===== config.mk =====
export PLATFORM = sky130hd
export DESIGN_NAME = trapez_input_stage_flat
export DESIGN_NICKNAME = d
export VERILOG_FILES = /design/src/rtl/trapez_input_stage_if.sv /design/src/rtl/trapez_input_stage.sv /design/src/flat_wrapper.sv
export SDC_FILE = /design/constraint.sdc
export NUM_CORES = 1
export LEC_CHECK = 0
export BUFFER_PORTS_ARGS = -buffer_cell sky130_fd_sc_hd__clkbuf_2
export CORE_AREA = 2 2 665 667
export CTS_BUF_LIST = sky130_fd_sc_hd__clkbuf_4
export DETAILED_ROUTE_END_ITERATION = 6
export DIE_AREA = 0 0 667 669
export GPL_ROUTABILITY_DRIVEN = 0
export PLACE_DENSITY_LB_ADDON = 0.25
export SLEW_MARGIN = 20
export SYNTH_ARGS = -nofsm -noshare
export SYNTH_HDL_FRONTEND = slang
export SYNTH_SLANG_ARGS = --single-unit

===== constraint.sdc =====
create_clock -name clk -period 6.6 [get_ports clk]
set_input_delay 1.32 -clock clk [delete_from_list [all_inputs] [get_ports clk]]
set_output_delay 1.32 -clock clk [all_outputs]
set_load 0.005 [all_outputs]

===== src/rtl/trapez_input_stage_if.sv =====
// ADC sample stream into the trapezoidal shaper front end.
// The master side drives one sample per strobe; the input stage is the slave.
interface trapez_input_stage_if #(
    parameter int SIZE_SHAPER_DATA = 16
) ();
    logic [SIZE_SHAPER_DATA-1:0] adc_data;
    logic                        adc_valid;

    modport master (output adc_data, output adc_valid);
    modport slave  (input  adc_data, input  adc_valid);
endinterface


===== src/rtl/trapez_input_stage.sv =====
// Trapezoidal shaper input stage: baseline tracking and subtraction, the
// signed sample delay line read by the shaper taps, and the trigger/holdoff
// state machine that produces the pulse_time gate.
module trapez_input_stage #(
    parameter int SIZE_SHAPER_DATA         = 16,
    parameter int SIZE_SHAPER_ADD_CAPACITY = 8,
    parameter int SIZE_SHAPER_SHIFT_REG    = 64,
    parameter int SIZE_SHAPER_CONSTANT     = 16,
    parameter int BL_LOG2                  = 4
) (
    input  logic                                      clk,
    input  logic                                      reset,
    input  logic                                      enable,
    trapez_input_stage_if.slave                       adc,
    input  logic [SIZE_SHAPER_CONSTANT-1:0]           threshold,
    input  logic [SIZE_SHAPER_CONSTANT-1:0]           pulse_len,
    input  logic [SIZE_SHAPER_CONSTANT-1:0]           holdoff_len,
    output logic signed [SIZE_SHAPER_DATA+SIZE_SHAPER_ADD_CAPACITY:0]
                                                      shift_reg_output_sig [SIZE_SHAPER_SHIFT_REG-1:0],
    output logic                                      pulse_time,
    output logic                                      pileup,
    output logic [SIZE_SHAPER_DATA-1:0]               baseline,
    output logic                                      busy
);

    localparam int D  = SIZE_SHAPER_DATA;
    localparam int W  = SIZE_SHAPER_DATA + SIZE_SHAPER_ADD_CAPACITY + 1;
    localparam int N  = SIZE_SHAPER_SHIFT_REG;
    localparam int C  = SIZE_SHAPER_CONSTANT;
    localparam int B  = BL_LOG2;
    localparam int AW = D + B;

    localparam logic [C-1:0] CNT_ONE = {{(C-1){1'b0}}, 1'b1};

    typedef enum logic [1:0] {IDLE, GATE, HOLDOFF} state_t;

    // Delay line and baseline state
    logic signed [W-1:0] tap_q [N-1:0];
    logic signed [W-1:0] tap0_d;
    logic [AW-1:0]       acc_q, acc_d;
    logic [AW:0]         acc_sum;
    logic [D-1:0]        sample_q;
    logic                init_q;
    logic                proc_q;

    // Trigger state
    state_t              state_q;
    logic [C-1:0]        cnt_q;
    logic                above_q;
    logic                pulse_q;
    logic                busy_q;
    logic                pileup_q;

    logic signed [W-1:0] adc_ext;
    logic signed [W-1:0] bl_ext;
    logic signed [W-1:0] thr_ext;
    logic                above_w;
    logic                trig_w;
    logic                cnt_last;
    logic [C-1:0]        plen;

    assign baseline = acc_q[AW-1:B];

    assign adc_ext = $signed({{(W-D){1'b0}}, adc.adc_data});
    assign bl_ext  = $signed({{(W-D){1'b0}}, baseline});
    assign thr_ext = $signed({{(W-C){1'b0}}, threshold});

    // The very first sample seeds the baseline with itself, so its tap is 0.
    assign tap0_d = init_q ? (adc_ext - bl_ext) : '0;

    assign above_w  = (tap_q[0] >= thr_ext);
    assign trig_w   = enable && proc_q && (state_q == IDLE) && above_w;
    assign cnt_last = (cnt_q <= CNT_ONE);
    assign plen     = (pulse_len == '0) ? CNT_ONE : pulse_len;

    // Baseline accumulator next state. The update runs in the cycle after the
    // sample, once the trigger decision is known, so a triggering sample never
    // leaks into the baseline.
    always_comb begin
        acc_sum = {1'b0, acc_q}
                + {{(B+1){1'b0}}, sample_q}
                - {{(B+1){1'b0}}, acc_q[AW-1:B]};
        acc_d = acc_q;
        if (adc.adc_valid && !init_q) begin
            acc_d = {adc.adc_data, {B{1'b0}}};
        end else if (proc_q && init_q && (state_q == IDLE) && !trig_w) begin
            acc_d = acc_sum[AW-1:0];
        end
    end

    // Baseline accumulator, init flag, sample register and processing strobe.
    always_ff @(posedge clk or negedge reset) begin
        if (!reset) begin
            acc_q    <= '0;
            init_q   <= 1'b0;
            sample_q <= '0;
            proc_q   <= 1'b0;
        end else begin
            acc_q  <= acc_d;
            proc_q <= adc.adc_valid;
            if (adc.adc_valid) begin
                init_q   <= 1'b1;
                sample_q <= adc.adc_data;
            end
        end
    end

    // Baseline-subtracted delay line; shifts only on a sample strobe.
    always_ff @(posedge clk or negedge reset) begin
        if (!reset) begin
            for (int i = 0; i < N; i++) tap_q[i] <= '0;
        end else if (adc.adc_valid) begin
            tap_q[0] <= tap0_d;
            for (int i = 1; i < N; i++) tap_q[i] <= tap_q[i-1];
        end
    end

    // Trigger / gate / holdoff FSM with registered gate, busy and pileup.
    // It only advances in the cycle after a sample, when tap 0 is fresh.
    always_ff @(posedge clk or negedge reset) begin
        if (!reset) begin
            state_q  <= IDLE;
            cnt_q    <= '0;
            above_q  <= 1'b0;
            pulse_q  <= 1'b0;
            busy_q   <= 1'b0;
            pileup_q <= 1'b0;
        end else begin
            pileup_q <= 1'b0;
            if (!enable) begin
                state_q <= IDLE;
                cnt_q   <= '0;
                pulse_q <= 1'b0;
                busy_q  <= 1'b0;
                if (proc_q) above_q <= above_w;
            end else if (proc_q) begin
                above_q <= above_w;
                case (state_q)
                    IDLE: begin
                        if (above_w) begin
                            state_q <= GATE;
                            cnt_q   <= plen;
                            pulse_q <= 1'b1;
                            busy_q  <= 1'b1;
                        end
                    end
                    GATE: begin
                        if (above_w && !above_q) begin
                            // fresh rising crossing inside the gate: extend it
                            cnt_q    <= plen;
                            pileup_q <= 1'b1;
                        end else if (cnt_last) begin
                            pulse_q <= 1'b0;
                            if (holdoff_len == '0) begin
                                state_q <= IDLE;
                                cnt_q   <= '0;
                                busy_q  <= 1'b0;
                            end else begin
                                state_q <= HOLDOFF;
                                cnt_q   <= holdoff_len;
                            end
                        end else begin
                            cnt_q <= cnt_q - CNT_ONE;
                        end
                    end
                    HOLDOFF: begin
                        if (cnt_last) begin
                            state_q <= IDLE;
                            cnt_q   <= '0;
                            busy_q  <= 1'b0;
                        end else begin
                            cnt_q <= cnt_q - CNT_ONE;
                        end
                    end
                    default: begin
                        state_q <= IDLE;
                        cnt_q   <= '0;
                        pulse_q <= 1'b0;
                        busy_q  <= 1'b0;
                    end
                endcase
            end
        end
    end

    assign shift_reg_output_sig = tap_q;
    assign pulse_time           = pulse_q;
    assign busy                 = busy_q;
    assign pileup               = pileup_q;

endmodule

===== src/flat_wrapper.sv =====
// flat-port wrapper written by rule: the top's interface ports become plain ports
module trapez_input_stage_flat 
#(
    parameter int SIZE_SHAPER_DATA         = 16,
    parameter int SIZE_SHAPER_ADD_CAPACITY = 8,
    parameter int SIZE_SHAPER_SHIFT_REG    = 64,
    parameter int SIZE_SHAPER_CONSTANT     = 16,
    parameter int BL_LOG2                  = 4
)
  (clk, reset, enable, threshold, pulse_len, holdoff_len, shift_reg_output_sig, pulse_time, pileup, baseline, busy, adc_adc_data, adc_adc_valid);
  trapez_input_stage_if #(.SIZE_SHAPER_DATA(SIZE_SHAPER_DATA)) adc_i ();
  input  logic clk;
  input  logic reset;
  input  logic enable;
  input  logic [SIZE_SHAPER_CONSTANT-1:0] threshold;
  input  logic [SIZE_SHAPER_CONSTANT-1:0] pulse_len;
  input  logic [SIZE_SHAPER_CONSTANT-1:0] holdoff_len;
  output logic signed [SIZE_SHAPER_DATA+SIZE_SHAPER_ADD_CAPACITY:0] shift_reg_output_sig[SIZE_SHAPER_SHIFT_REG-1:0];
  output logic pulse_time;
  output logic pileup;
  output logic [SIZE_SHAPER_DATA-1:0] baseline;
  output logic busy;
  input wire logic [$bits(adc_i.adc_data)-1:0] adc_adc_data;
  input wire logic [$bits(adc_i.adc_valid)-1:0] adc_adc_valid;
  assign adc_i.adc_data = adc_adc_data;
  assign adc_i.adc_valid = adc_adc_valid;
  trapez_input_stage #(.SIZE_SHAPER_DATA(SIZE_SHAPER_DATA), .SIZE_SHAPER_ADD_CAPACITY(SIZE_SHAPER_ADD_CAPACITY), .SIZE_SHAPER_SHIFT_REG(SIZE_SHAPER_SHIFT_REG), .SIZE_SHAPER_CONSTANT(SIZE_SHAPER_CONSTANT), .BL_LOG2(BL_LOG2)) u_core (.clk(clk), .reset(reset), .enable(enable), .adc(adc_i), .threshold(threshold), .pulse_len(pulse_len), .holdoff_len(holdoff_len), .shift_reg_output_sig(shift_reg_output_sig), .pulse_time(pulse_time), .pileup(pileup), .baseline(baseline), .busy(busy));
endmodule

Yosys cells after proc, flatten, opt, wreduce, memory -nomap -nowiden
Cells that the tools add are included.
{ "word_totals": {"memories": 0, "mem_bits_rw": 0, "reg_bits": 1660, "rom_bits": 0, "input_bits": 68, "latch_bits": 0} }
{ "op_classes": {"eq_ne": 9, "reduce_logical": 19, "n_addsub": 4, "shifts": 0, "n_lt_le_gt_ge": 2, "muxes": 36, "div_mod_pow": 0, "bitwise_logic": 0, "mul": 0} }
{ "op_table": {"columns": ["op", "count"], "rows": [
  ["$mux 16", 8],
  ["$pmux 16 s3", 1],
  ["$mux 20", 2],
  ["$logic_not 16->1", 2],
  ["$ge 25x17->1", 1],
  ["$mux 25", 1],
  ["$add 20x16->20", 1],
  ["$sub 20x16->20", 1],
  ["$sub 16x16->17", 1],
  ["$le 16x1->1 const B", 1],
  ["$sub 16x1->16 const B", 1],
  ["$mux 1", 14],
  ["$mux 2", 7],
  ["$ne 3x2->1 const B", 4],
  ["$reduce_and 5->1", 2],
  ["$logic_and 1x1->1", 8],
  ["$pmux 1 s3", 2],
  ["$pmux 2 s3", 1],
  ["$reduce_and 6->1", 1],
  ["$logic_not 1->1", 3],
  ["$ne 3x3->1 const B", 1],
  ["$eq 2x1->1 const B", 1],
  ["$eq 2x2->1 const B", 1],
  ["$logic_not 2->1", 1],
  ["4 further kinds", 4]
]} }

Logic depth before layout (Yosys ltp)
Gate-level depths: netlist (run 1).
{ "depth": {"ltp_word": 7, "mapped_depth": 14, "depth_no_buf": 14} }

Least setup slack after synthesis (run 1)
OpenSTA, ideal clock, no wires.
{ "synth_timing": {"kind": "input port to flip-flop", "start": "input threshold[10]", "end": "register u_core.state_q[1]", "setup_slack_ns": 2.843, "setup_ns": 0.125, "stages": 12, "t_required_ns": 6.475, "arrival_time_ns": 3.632, "n_path_buf": 1, "path_cell_list": "inv_1 > ha_1 > a21o_1 > a21o_1 > a2111oi_2 > o21bai_1 > a221o_4 > o21ai_4 > and2_1 > buf_6 > a211oi_2 > mux2_4"} }
{ "synth_via": {"elab_chain_len": 4, "word_cells_on_any_way": 5, "classes_between": "order compare (1); eq/ne (2); reduce/logical (2)"} }
{ "synth_lines": {"columns": ["item", "line_no", "text"], "rows": [
  ["start: declaration", "flat_wrapper.sv:15", "input logic [SIZE_SHAPER_CONSTANT-1:0] threshold;"],
  ["$ge 25x17->1 *", "trapez_input_stage.sv:71", "assign above_w = (tap_q[0] >= thr_ext);"],
  ["$logic_and 1x1->1", "trapez_input_stage.sv:148", "if (above_w && !above_q) begin"],
  ["$ne 3x3->1 (no line)", null, null],
  ["$reduce_and 5->1 (no line) *", null, null],
  ["end signal: assignment", "trapez_input_stage.sv:155", "state_q <= IDLE;"],
  ["end signal: assignment", "trapez_input_stage.sv:159", "state_q <= HOLDOFF;"],
  ["end signal: assignment", "trapez_input_stage.sv:168", "state_q <= IDLE;"],
  ["end: declaration", "trapez_input_stage.sv:47", "state_t state_q;"]
]} }
Every way passes the cells marked *; elsewhere a longest branch is shown, timed or not.
A chain may end at the register's enable or synchronous reset.

Final worst setup path (run 1)
{ "layout_timing": {"start": "register u_core.tap_q, in the netlist u_core.shift_reg_output_sig[6]", "end": "register u_core.cnt_q[1]"} }
{ "layout_via": {"elab_chain_len": 6, "word_cells_on_any_way": 8, "classes_between": "order compare (1); eq/ne (1); mux (4); reduce/logical (2)"} }
{ "layout_lines": {"columns": ["item", "line_no", "text"], "rows": [
  ["start: declaration", "trapez_input_stage.sv:38", "logic signed [W-1:0] tap_q [N-1:0];"],
  ["$ge 25x17->1 *", "trapez_input_stage.sv:71", null],
  ["$logic_and 1x1->1", "trapez_input_stage.sv:148", null],
  ["$mux 16", "trapez_input_stage.sv:148", null],
  ["$pmux 16 s3", "trapez_input_stage.sv:138", "case (state_q)"],
  ["$mux 16", "trapez_input_stage.sv:136", "end else if (proc_q) begin"],
  ["$mux 16", "trapez_input_stage.sv:130", "if (!enable) begin"],
  ["end signal: assignment", "trapez_input_stage.sv:142", "cnt_q <= plen;"],
  ["end signal: assignment", "trapez_input_stage.sv:150", "cnt_q <= plen;"],
  ["end signal: assignment", "trapez_input_stage.sv:160", "cnt_q <= holdoff_len;"],
  ["end: declaration", "trapez_input_stage.sv:48", "logic [C-1:0] cnt_q;"]
]} }
Every way passes the cells marked *; elsewhere a longest branch is shown, timed or not. The select of a mux whose other input is x is not followed.

==> results.py, run 1 <==
metrics = {
    "routing": {
        "wire_per_inst_um": 21.0,
        "via_count": 34500,
        "drtIter0Drc": 1591,
        "totalWireLength_um": 232000,
        "ant_nets": 0,
        "drc": 0,
        "drtPass1Iterations": 5,
        "viasPerCell": 3.13,
    },
    "clock_network": {
        "cts_tree": "yes",
        "clkSlewWorstSetupHoldPaths_ns": 0.06,
        "clk_latency_ns": 1.36,
        "cts.sinks": 1148,
        "cts_resized": 0,
        "cts_root_buffer": "clkbuf_4",
        "clk_path_buf_depth": 4,
        "h-tree-depth": 5,
        "cts_made_buffers": 358,
    },
    "worst_setup_path": {
        "crit_chain": "ha_1 > a21o_1 > a21o_1 > a21oi_1 > nor2_1 > a221o_4 > nand2b_1 > mux2i_1 > nor4b_1 > a211o_1",
        "reg2reg_to": "u_core.cnt_q[1]",
        "slowest_delay_ns": 0.68,
        "r2r_cells": 10,
        "critPathCaptureType": "flip-flop",
        "critPathLaunch": "u_core.shift_reg_output_sig[6]",
        "startpoint_type": "flip-flop",
        "cp_max_fo": 14,
        "worst_path_most_repeated_cell": "a21o_1",
        "rrSetupSlack_ns": 2.66,
        "crit_type": "reg2reg",
        "arrival_ns": 5.11,
        "endpoint": "u_core.cnt_q[1]",
        "r2r-start": "u_core.shift_reg_output_sig[6]",
        "worst_path_max_delay_cell": "dfrtp_1",
        "critical_path_required_ns": 7.77,
    },
    "synthesis": {
        "synth_edf_count": 0,
        "synth_top_area_share_pct": 57.6,
        "synthFlopType": "dfrtp_1",
        "synth_area_leaders": "dfrtp_1 (58%), mux2_2 (24%), buf_4 (8.0%)",
        "avgSynthCellArea_sq_um": 14.0,
        "synth-seq-area-share_pct": 57.6,
        "ys_seq_elements": 1148,
        "synthTopCellsByCount": "dfrtp_1 (1148), mux2_2 (1073), buf_4 (532)",
        "post-synth-top-count-cell": "dfrtp_1",
        "synth_top_area_cell": "dfrtp_1",
        "syn-cell-area_sq_um": 49900,
        "yosysWarnings": 0,
        "synth_cells": 3573,
        "async_reset_ff_share_pct": 100,
        "synth_nets": 3712,
        "synth.distinct_cells": 73,
    },
    "placement": {
        "port_buffers": 1686,
        "hpwl_um": 185000,
        "dp_slack_ns": 1.74,
        "place_inst": 10400,
    },
    "final_layout": {
        "fin_nets": 5134,
        "seqCellArea_sq_um": 28700,
        "layout.cells.non_filler": 11000,
        "drive_above_1_share_pct": 64.2,
        "area_growth_syn_to_layout_pct": 32.3,
        "multi_input_comb_area_sq_um": 16100,
        "fillCellCount": 49400,
    },
    "timing": {
        "finalSetupViolations": 0,
        "fin_crit_ns": 3.94,
        "hold_viol": 0,
        "grt_setup_unrepaired": "no",
        "period_share_pct": 59.7,
        "max-slew-margin-rel_pct": 24.2,
        "slew_violations": 0,
        "fmax_mhz": 254,
        "setup_slack_ns": 2.66,
        "worst_pin_slew_ns": 1.14,
        "fin_setup_tns_ns": 0,
        "worst_clock_skew_ns": 0.163,
    },
    "min_path": {
        "hp-class": "in2reg",
    },
    "global_route": {
        "grt_pass1_wl_um": 307000,
        "antenna_found_initial": 40,
        "gr-total-overflow": 0,
        "grt_start_max_net_pins": 175,
        "first_global_vias": 34800,
        "grt_usage_pct": 9.86,
    },
    "die": {
        "die_w_um": 667,
        "dieHeight_um": 669,
        "start_util_pct": 11.3,
        "design.portCount": 1687,
        "die-area_sq_um": 446000,
        "num_rows": 244,
        "core-area_sq_um": 440000,
    },
    "job": {
        "maxCapViolCount": 0,
    },
    "power_and_ir_drop": {
        "p_leak_nw": 33.4,
        "peakVddDrop_v": 0.000256,
        "powerDensity_nw_per_um2": 412,
    },
    "run_status": {
        "outcome": "finished, final reports clean",
    },
}
worst min-delay path by stage:
stage	slack, ns	from	to	cells past startpoint
2_1_floorplan	0.49	u_core.sample_q[0]	u_core.sample_q[0]	1
3_5_place_dp	0.50	u_core.shift_reg_output_sig[1581]	u_core.shift_reg_output_sig[1581]	1
3_3_place_gp	0.49	u_core.shift_reg_output_sig[1583]	u_core.shift_reg_output_sig[1583]	1
4_1_cts	0.001	adc_adc_data[1]	u_core.acc_q[5]	3
5_1_grt	0.12	adc_adc_data[0]	u_core.acc_q[4]	3
6_report	0.35	adc_adc_data[0]	u_core.acc_q[4]	3
sequential cells by signal, indices dropped and copies added, names as in the netlist, 2 cells and up:
register and cells:
u_core.acc_q 20, u_core.sample_q 16, u_core.cnt_q 16, u_core.shift_reg_output_sig 1088, u_core.state_q 2
layer usage:
metal | global-route usage [%] | wire length [um]
met5 | 0 | 97
met4 | 3.33 | 6930
met3 | 2.75 | 16200
met2 | 17.0 | 116000
met1 | 11.7 | 92800
worst max-delay path, delay by kind of cell (launching register included):
kind | cells | cell delay (ns)
AO/OA/AOI/OAI | 5 | 1.64
AND/OR/NAND/NOR | 3 | 0.87
flip-flops | 1 | 0.68
adder cells (fa/ha/maj) | 1 | 0.36
multiplexers | 1 | 0.28
where the power goes:
group	total, W	internal, W	leakage, nW	switching, W
Clock	0.00716	0.00363	2.61	0.00353
Combinational	0.00867	0.00406	15.6	0.00461
Sequential	0.0113	0.00865	15.2	0.00268
Total	0.0272	0.0163	33.4	0.0108
cells by family after synthesis:
kind of cell / share of synthesized area, %
flip-flops: 57.6
multiplexers: 24.5
buffers and inverters: 10.0
AO/OA/AOI/OAI: 3.12
AND/OR/NAND/NOR: 1.96
adder cells (fa/ha/maj): 2.04
XOR/XNOR: 0.720
placed cells by master (no fill, tap or decap), drive strengths merged, types with 13 or more instances in the layout:
master,count
clkbuf,2188
dfrtp,1148
mux2,1074
inv,115
clkinv,91
a21oi,67
nor2,65
nand2,60
o21ai,60
buf,55
ha,54
xnor2,27
nor3,25
a21o,22
diode,18
fa,17
xor2,14
mux2i,13
metrics by stage:
step | instance area, sq um | utilization (%) | hold slack, ns | total power, W
3_5_place_dp | 61500 | 14.0 | 0.496 | 0.0205
5_1_grt | 65900 | 15.0 | 0.119 | 0.0293
6_report | 66000 | 15.0 | 0.351 | 0.0272
4_1_cts | 65900 | 15.0 | 0.00141 | 0.0281
2_1_floorplan | 49900 | - | 0.487 | 0.0155
3_3_place_gp | 61500 | 14.0 | 0.491 | 0.0204
cell type report:
cell class	instances	share of cell area, %
Sequential cell	1148	43.5
Multi-Input combinational cell	1639	24.5
Timing Repair Buffer	1744	13.7
Tap cell	5781	11.0
Clock buffer	504	5.73
Clock inverter	107	0.899
Inverter	104	0.592
Antenna cell	18	0.0683
repair_timing:
| action | 4_1_cts | 5_1_grt |
|---|---|---|
| endpoints found under the setup margin | 0 | 0 |
| hold buffers | 5 | 0 |
| buffers inserted | 0 | 0 |
| hold endpoints to repair | 92 | 0 |
Note: power is estimated with default switching activity, not from simulation.
==> run 2, diff against run 1 <==
Clock period 6.6 ns to 3.9 ns, I/O delays scaled along.
==> results.py, run 2 (same netlist as run 1, synthesis figures left out) <==
metrics = {
    "clock_network": {
        "postCtsSetupRepairBufs": 0,
        "cts_made_buffers": 355,
        "clkSlewWorstSetupHoldPaths_ns": 0.08,
        "clk_path_buf_depth": 4,
        "clk_latency_ns": 1.36,
        "cts_root_buffer": "clkbuf_4",
        "cts_tree": "yes",
        "cts.sinks": 1148,
        "h-tree-depth": 5,
    },
    "final_layout": {
        "area_growth_syn_to_layout_pct": 34.0,
        "largest_register_ffs": 1088,
        "fillCellCount": 49200,
        "fin_nets": 5243,
        "layout_commonest_cell": "clkbuf_2",
        "final_cell_mix": "clkbuf_2 (1684), dfrtp_1 (1148), mux2_2 (1073), clkbuf_4 (480), inv_1 (103)",
        "drive_above_1_share_pct": 64.0,
    },
    "worst_setup_path": {
        "arrival_ns": 4.84,
        "cp_max_fo": 11,
        "crit_type": "reg2reg",
        "critPathCaptureType": "flip-flop",
        "startpoint_type": "flip-flop",
        "critical_path_required_ns": 5.06,
    },
    "routing": {
        "drc": 0,
        "viasPerCell": 3.12,
        "totalWireLength_um": 236000,
        "via_count": 34700,
        "drtIter0Drc": 1525,
        "wire_per_inst_um": 21.2,
        "drtPass1Iterations": 5,
        "ant_nets": 0,
    },
    "die": {
        "die_w_um": 667,
        "design.portCount": 1687,
        "num_rows": 244,
        "core-area_sq_um": 440000,
        "start_util_pct": 11.3,
        "die-area_sq_um": 446000,
        "dieHeight_um": 669,
    },
    "placement": {
        "dp_slack_ns": 0.191,
        "hpwl_um": 188000,
        "port_buffers": 1686,
    },
    "timing": {
        "grt_setup_unrepaired": "no",
        "finalSetupViolations": 0,
        "slew_violations": 0,
        "worst_clock_skew_ns": 0.135,
        "period_share_pct": 94.3,
        "hold_viol": 0,
        "setup_slack_ns": 0.223,
        "worst_pin_slew_ns": 0.949,
        "fin_crit_ns": 3.68,
        "fin_setup_tns_ns": 0,
        "max-slew-margin-rel_pct": 36.7,
        "fmax_mhz": 272,
    },
    "global_route": {
        "grt_start_max_net_pins": 111,
        "grt_pass1_wl_um": 311000,
        "gr-total-overflow": 0,
        "grt_usage_pct": 10.0,
        "first_global_vias": 35300,
        "antenna_found_initial": 40,
    },
    "power_and_ir_drop": {
        "p_leak_nw": 33.8,
        "p_total_w": 0.0459,
        "peakVddDrop_v": 0.000401,
        "powerDensity_nw_per_um2": 687,
    },
    "job": {
        "maxCapViolCount": 0,
    },
    "min_path": {
        "hp-class": "in2reg",
    },
    "run_status": {
        "outcome": "finished, final reports clean",
    },
}
-- run 2: cell types whose count changed in the layout (fill, tap and decap cells not counted), moves of 6 or more --
| cell | delta |
|---|---|
| clkbuf_4 | -24 |
| dlygate4sd3_1 | +57 |
| diode_2 | +9 |
| clkinv_1 | -22 |
| buf_4 | +44 |
| clkinv_2 | -6 |
| buf_12 | +10 |
-- run 2: metal layers --
| metal | track usage (%) | part of all wire, % |
|---|---|---|
| met3 | 2.99 | 7.6 |
| met1 | 11.8 | 39 |
| met2 | 17.1 | 50 |
| met5 | 0 | 0.044 |
| met4 | 3.75 | 3.5 |
-- run 2: timing repair --
action / in CTS / in global routing
endpoints found under the hold margin: 897 / 0
endpoints found under the setup margin: 0 / 1
gates resized for setup: 0 / 2
hold buffers: 63 / 0
-- run 2: final cells by class --
| type | count | area (sq um) | area share, % |
|---|---|---|---|
| Clock buffer | 480 | 3600 | 5.39 |
| Multi-Input combinational cell | 1639 | 16100 | 24.2 |
| Clock inverter | 79 | 448 | 0.670 |
| Sequential cell | 1148 | 28700 | 43.0 |
| Inverter | 104 | 390 | 0.584 |
| Timing Repair Buffer | 1856 | 10200 | 15.3 |
| Tap cell | 5781 | 7230 | 10.8 |
| Antenna cell | 27 | 67.6 | 0.101 |
-- run 2: path summary, 6_finish.rpt --
path | from | to | slack (ns) | cells after the start
max in group asynchronous | reset | u_core.shift_reg_output_sig[1185] | 2.08 | 4
min in group asynchronous | reset | u_core.shift_reg_output_sig[778] | 0.73 | 3
setup reg to reg | u_core.shift_reg_output_sig[5] | u_core.cnt_q[6] | 0.22 | 13
hold / removal | holdoff_len[10] | u_core.cnt_q[10] | 0.34 | 6
setup / recovery | u_core.shift_reg_output_sig[5] | u_core.cnt_q[6] | 0.22 | 13
hold reg to reg | u_core.shift_reg_output_sig[1185] | u_core.shift_reg_output_sig[1210] | 0.43 | 1
-- run 2: through the flow --
step | util [%] | hold WS [ns] | std cells | cell area (sq um)
after floorplan | - | 0.484 | 3573 | 49900
after global placement | 14.1 | 0.492 | 10500 | 62000
after detailed placement | 14.1 | 0.495 | 10500 | 62000
after CTS | 15.2 | 0.000608 | 11100 | 66700
after global routing | 15.2 | 0.143 | 11100 | 66800
final | 15.2 | 0.336 | 11100 | 66800
-- run 2: report_power, final --
part	total (W)	switching, W	internal [W]
clock network	0.0115	0.00580	0.00571
registers	0.0191	0.00448	0.0146
logic	0.0152	0.00807	0.00718
-- run 2: worst max-delay path: stages (launching register included) --
cell           delay, ns
dfrtp_1             0.61
ha_1                0.30
a21o_1              0.15
a21o_1              0.16
a21oi_1             0.30
buf_4               0.21
nor2_1              0.05
a221o_4             0.43
nand2b_1            0.16
buf_12              0.16
nand2_1             0.10
a2bb2oi_1           0.16
dlygate4sd3_1       0.56
o21ai_0             0.15
==> run 3, diff against run 2 <==
Settings changed: CTS_BUF_LIST sky130_fd_sc_hd__clkbuf_4 to not set.
==> results.py, run 3 (same netlist as run 1, synthesis figures left out) <==
metrics = {
    "run_status": {
        "outcome": "finished, final reports clean",
    },
    "worst_setup_path": {
        "arrival_ns": 4.22,
        "reg2reg_to": "u_core.acc_q[19]",
        "critPathCaptureType": "flip-flop",
        "r2r-start": "u_core.acc_q[5]",
        "rrSetupSlack_ns": 0.40,
        "crit_type": "reg2reg",
        "critical_path_required_ns": 4.63,
        "cp_max_fo": 7,
        "startpoint_type": "flip-flop",
        "r2r_cells": 13,
    },
    "min_path": {
        "whs_path_depth": 3,
        "holdPathEnd": "u_core.acc_q[4]",
        "min_from": "adc_adc_data[0]",
        "hp-class": "in2reg",
    },
    "die": {
        "design.portCount": 1687,
        "die-area_sq_um": 446000,
        "num_rows": 244,
        "dieHeight_um": 669,
        "start_util_pct": 11.3,
        "core-area_sq_um": 440000,
        "die_w_um": 667,
    },
    "routing": {
        "totalWireLength_um": 232000,
        "ant_nets": 0,
        "dr_wl_met2_um": 115000,
        "drtPass1Iterations": 5,
        "viasPerCell": 3.09,
        "via_count": 33200,
        "drc": 0,
        "drtIter0Drc": 1501,
        "wl_met1_um": 90900,
        "top_layer": "met5",
        "wire_per_inst_um": 21.6,
        "met3WireLength_um": 18200,
    },
    "final_layout": {
        "fillCellCount": 49000,
        "final_cell_mix": "clkbuf_2 (1684), dfrtp_1 (1148), mux2_2 (1073), clkbuf_16 (158), inv_1 (103)",
        "fin_util_pct": 15.3,
        "layout_commonest_cell": "clkbuf_2",
        "largest_register_ffs": 1088,
        "drive_above_1_share_pct": 62.8,
        "area_growth_syn_to_layout_pct": 34.5,
        "layout.cells.non_filler": 10700,
        "fin_nets": 4983,
    },
    "global_route": {
        "first_global_vias": 33400,
        "gr-total-overflow": 0,
        "antenna_found_initial": 36,
        "grt_usage_pct": 9.89,
        "grt_pass1_wl_um": 306000,
        "grt_start_max_net_pins": 111,
    },
    "clock_network": {
        "cts_tree": "yes",
        "h-tree-depth": 4,
        "clkSlewWorstSetupHoldPaths_ns": 0.06,
        "clk_latency_ns": 0.87,
        "cts_made_buffers": 157,
        "clk_path_buf_depth": 4,
        "cts.sinks": 1148,
        "cts_root_buffer": "clkbuf_16",
    },
    "timing": {
        "worst_clock_skew_ns": 0.0922,
        "hold_viol": 0,
        "fmax_mhz": 286,
        "worst_pin_slew_ns": 0.966,
        "fin_setup_tns_ns": 0,
        "max-slew-margin-rel_pct": 35.6,
        "grt_setup_unrepaired": "no",
        "finalSetupViolations": 0,
        "fin_crit_ns": 3.50,
        "period_share_pct": 89.6,
        "slew_violations": 0,
    },
    "placement": {
        "place_inst": 10500,
        "hpwl_um": 188000,
        "port_buffers": 1686,
    },
    "power_and_ir_drop": {
        "peakVddDrop_v": 0.000387,
        "p_leak_nw": 33.5,
        "powerDensity_nw_per_um2": 721,
    },
    "job": {
        "maxCapViolCount": 0,
    },
}
==> run 3: cell count changes in the layout (fill, tap and decap cells not counted), moves of 7 or more <==
cell | previous run | this run
clkbuf_4 | 480 | 0
clkinv_2 | 6 | 16
bufinv_16 | 1 | 8
clkbuf_1 | 0 | 35
clkbuf_16 | 0 | 158
clkinv_4 | 8 | 1
clkbuf_8 | 0 | 24
clkinv_1 | 50 | 1
dlygate4sd3_1 | 62 | 1
==> run 3: worst max path at each step <==
stage	to	depth (start not counted)	startpoint	slack, ns
finish	u_core.acc_q[19]	13	u_core.acc_q[5]	0.40
detailed placement	u_core.acc_q[19]	13	u_core.acc_q[5]	0.19
global placement	u_core.cnt_q[0]	12	threshold[9]	0.11
CTS	u_core.acc_q[19]	13	u_core.acc_q[5]	0.15
floorplan	u_core.state_q[1]	12	threshold[10]	0.68
global route	u_core.acc_q[19]	13	u_core.acc_q[5]	0.07
==> run 3: area by class of cell <==
class                      count  area [sq um]  share of cell area, %
inverter                     104           390                  0.582
antenna                       26          65.1                 0.0970
sequential                  1148         28700                   42.8
clock inverter                40           518                  0.773
timing repair buffer        1794          9560                   14.3
tap                         5781          7230                   10.8
clock buffer                 217          4420                   6.59
multi-input combinational   1639         16100                   24.1
==> run 3: routing by layer <==
layer	vias up	track usage, %
met3	290	2.83
li1	14500	-
met1	17300	11.8
met5	-	0
met2	1178	16.9
met4	14	3.48
==> run 3: power breakdown <==
part,internal (W),leakage (nW),switching [W]
clock,0.00841,2.41,0.00578
combinational,0.00704,15.9,0.00802
sequential,0.0146,15.2,0.00446
==> run 3: critical path: stages, from the launching register on <==
cell	delay, ns
dfrtp_1	0.40
inv_1	0.15
fa_1	0.55
inv_1	0.04
ha_1	0.38
a21o_1	0.22
a221oi_2	0.28
o22ai_1	0.18
nor3_2	0.25
o21ai_0	0.18
a41o_1	0.31
nand4bb_1	0.21
o2111a_1	0.15
o311ai_1	0.07
==> run 3: per-stage QoR <==
| step | power (W) | setup slack [ns] | instance area [sq um] | hold WS, ns |
|---|---|---|---|---|
| after global placement | 0.0349 | 0.110 | 62000 | 0.492 |
| after detailed placement | 0.0349 | 0.191 | 62000 | 0.495 |
| after floorplan | 0.0262 | 0.683 | 49900 | 0.484 |
| after global routing | 0.0516 | 0.0728 | 67000 | 0.141 |
| final | 0.0484 | 0.405 | 67100 | 0.190 |
| after CTS | 0.0497 | 0.148 | 67000 | 0.0673 |
==> run 3: repair_timing <==
action	CTS	global route
resized for setup	0	2
hold buffers	1	0
setup buffers	0	0
hold endpoints to repair	23	0
setup endpoints to repair	0	1
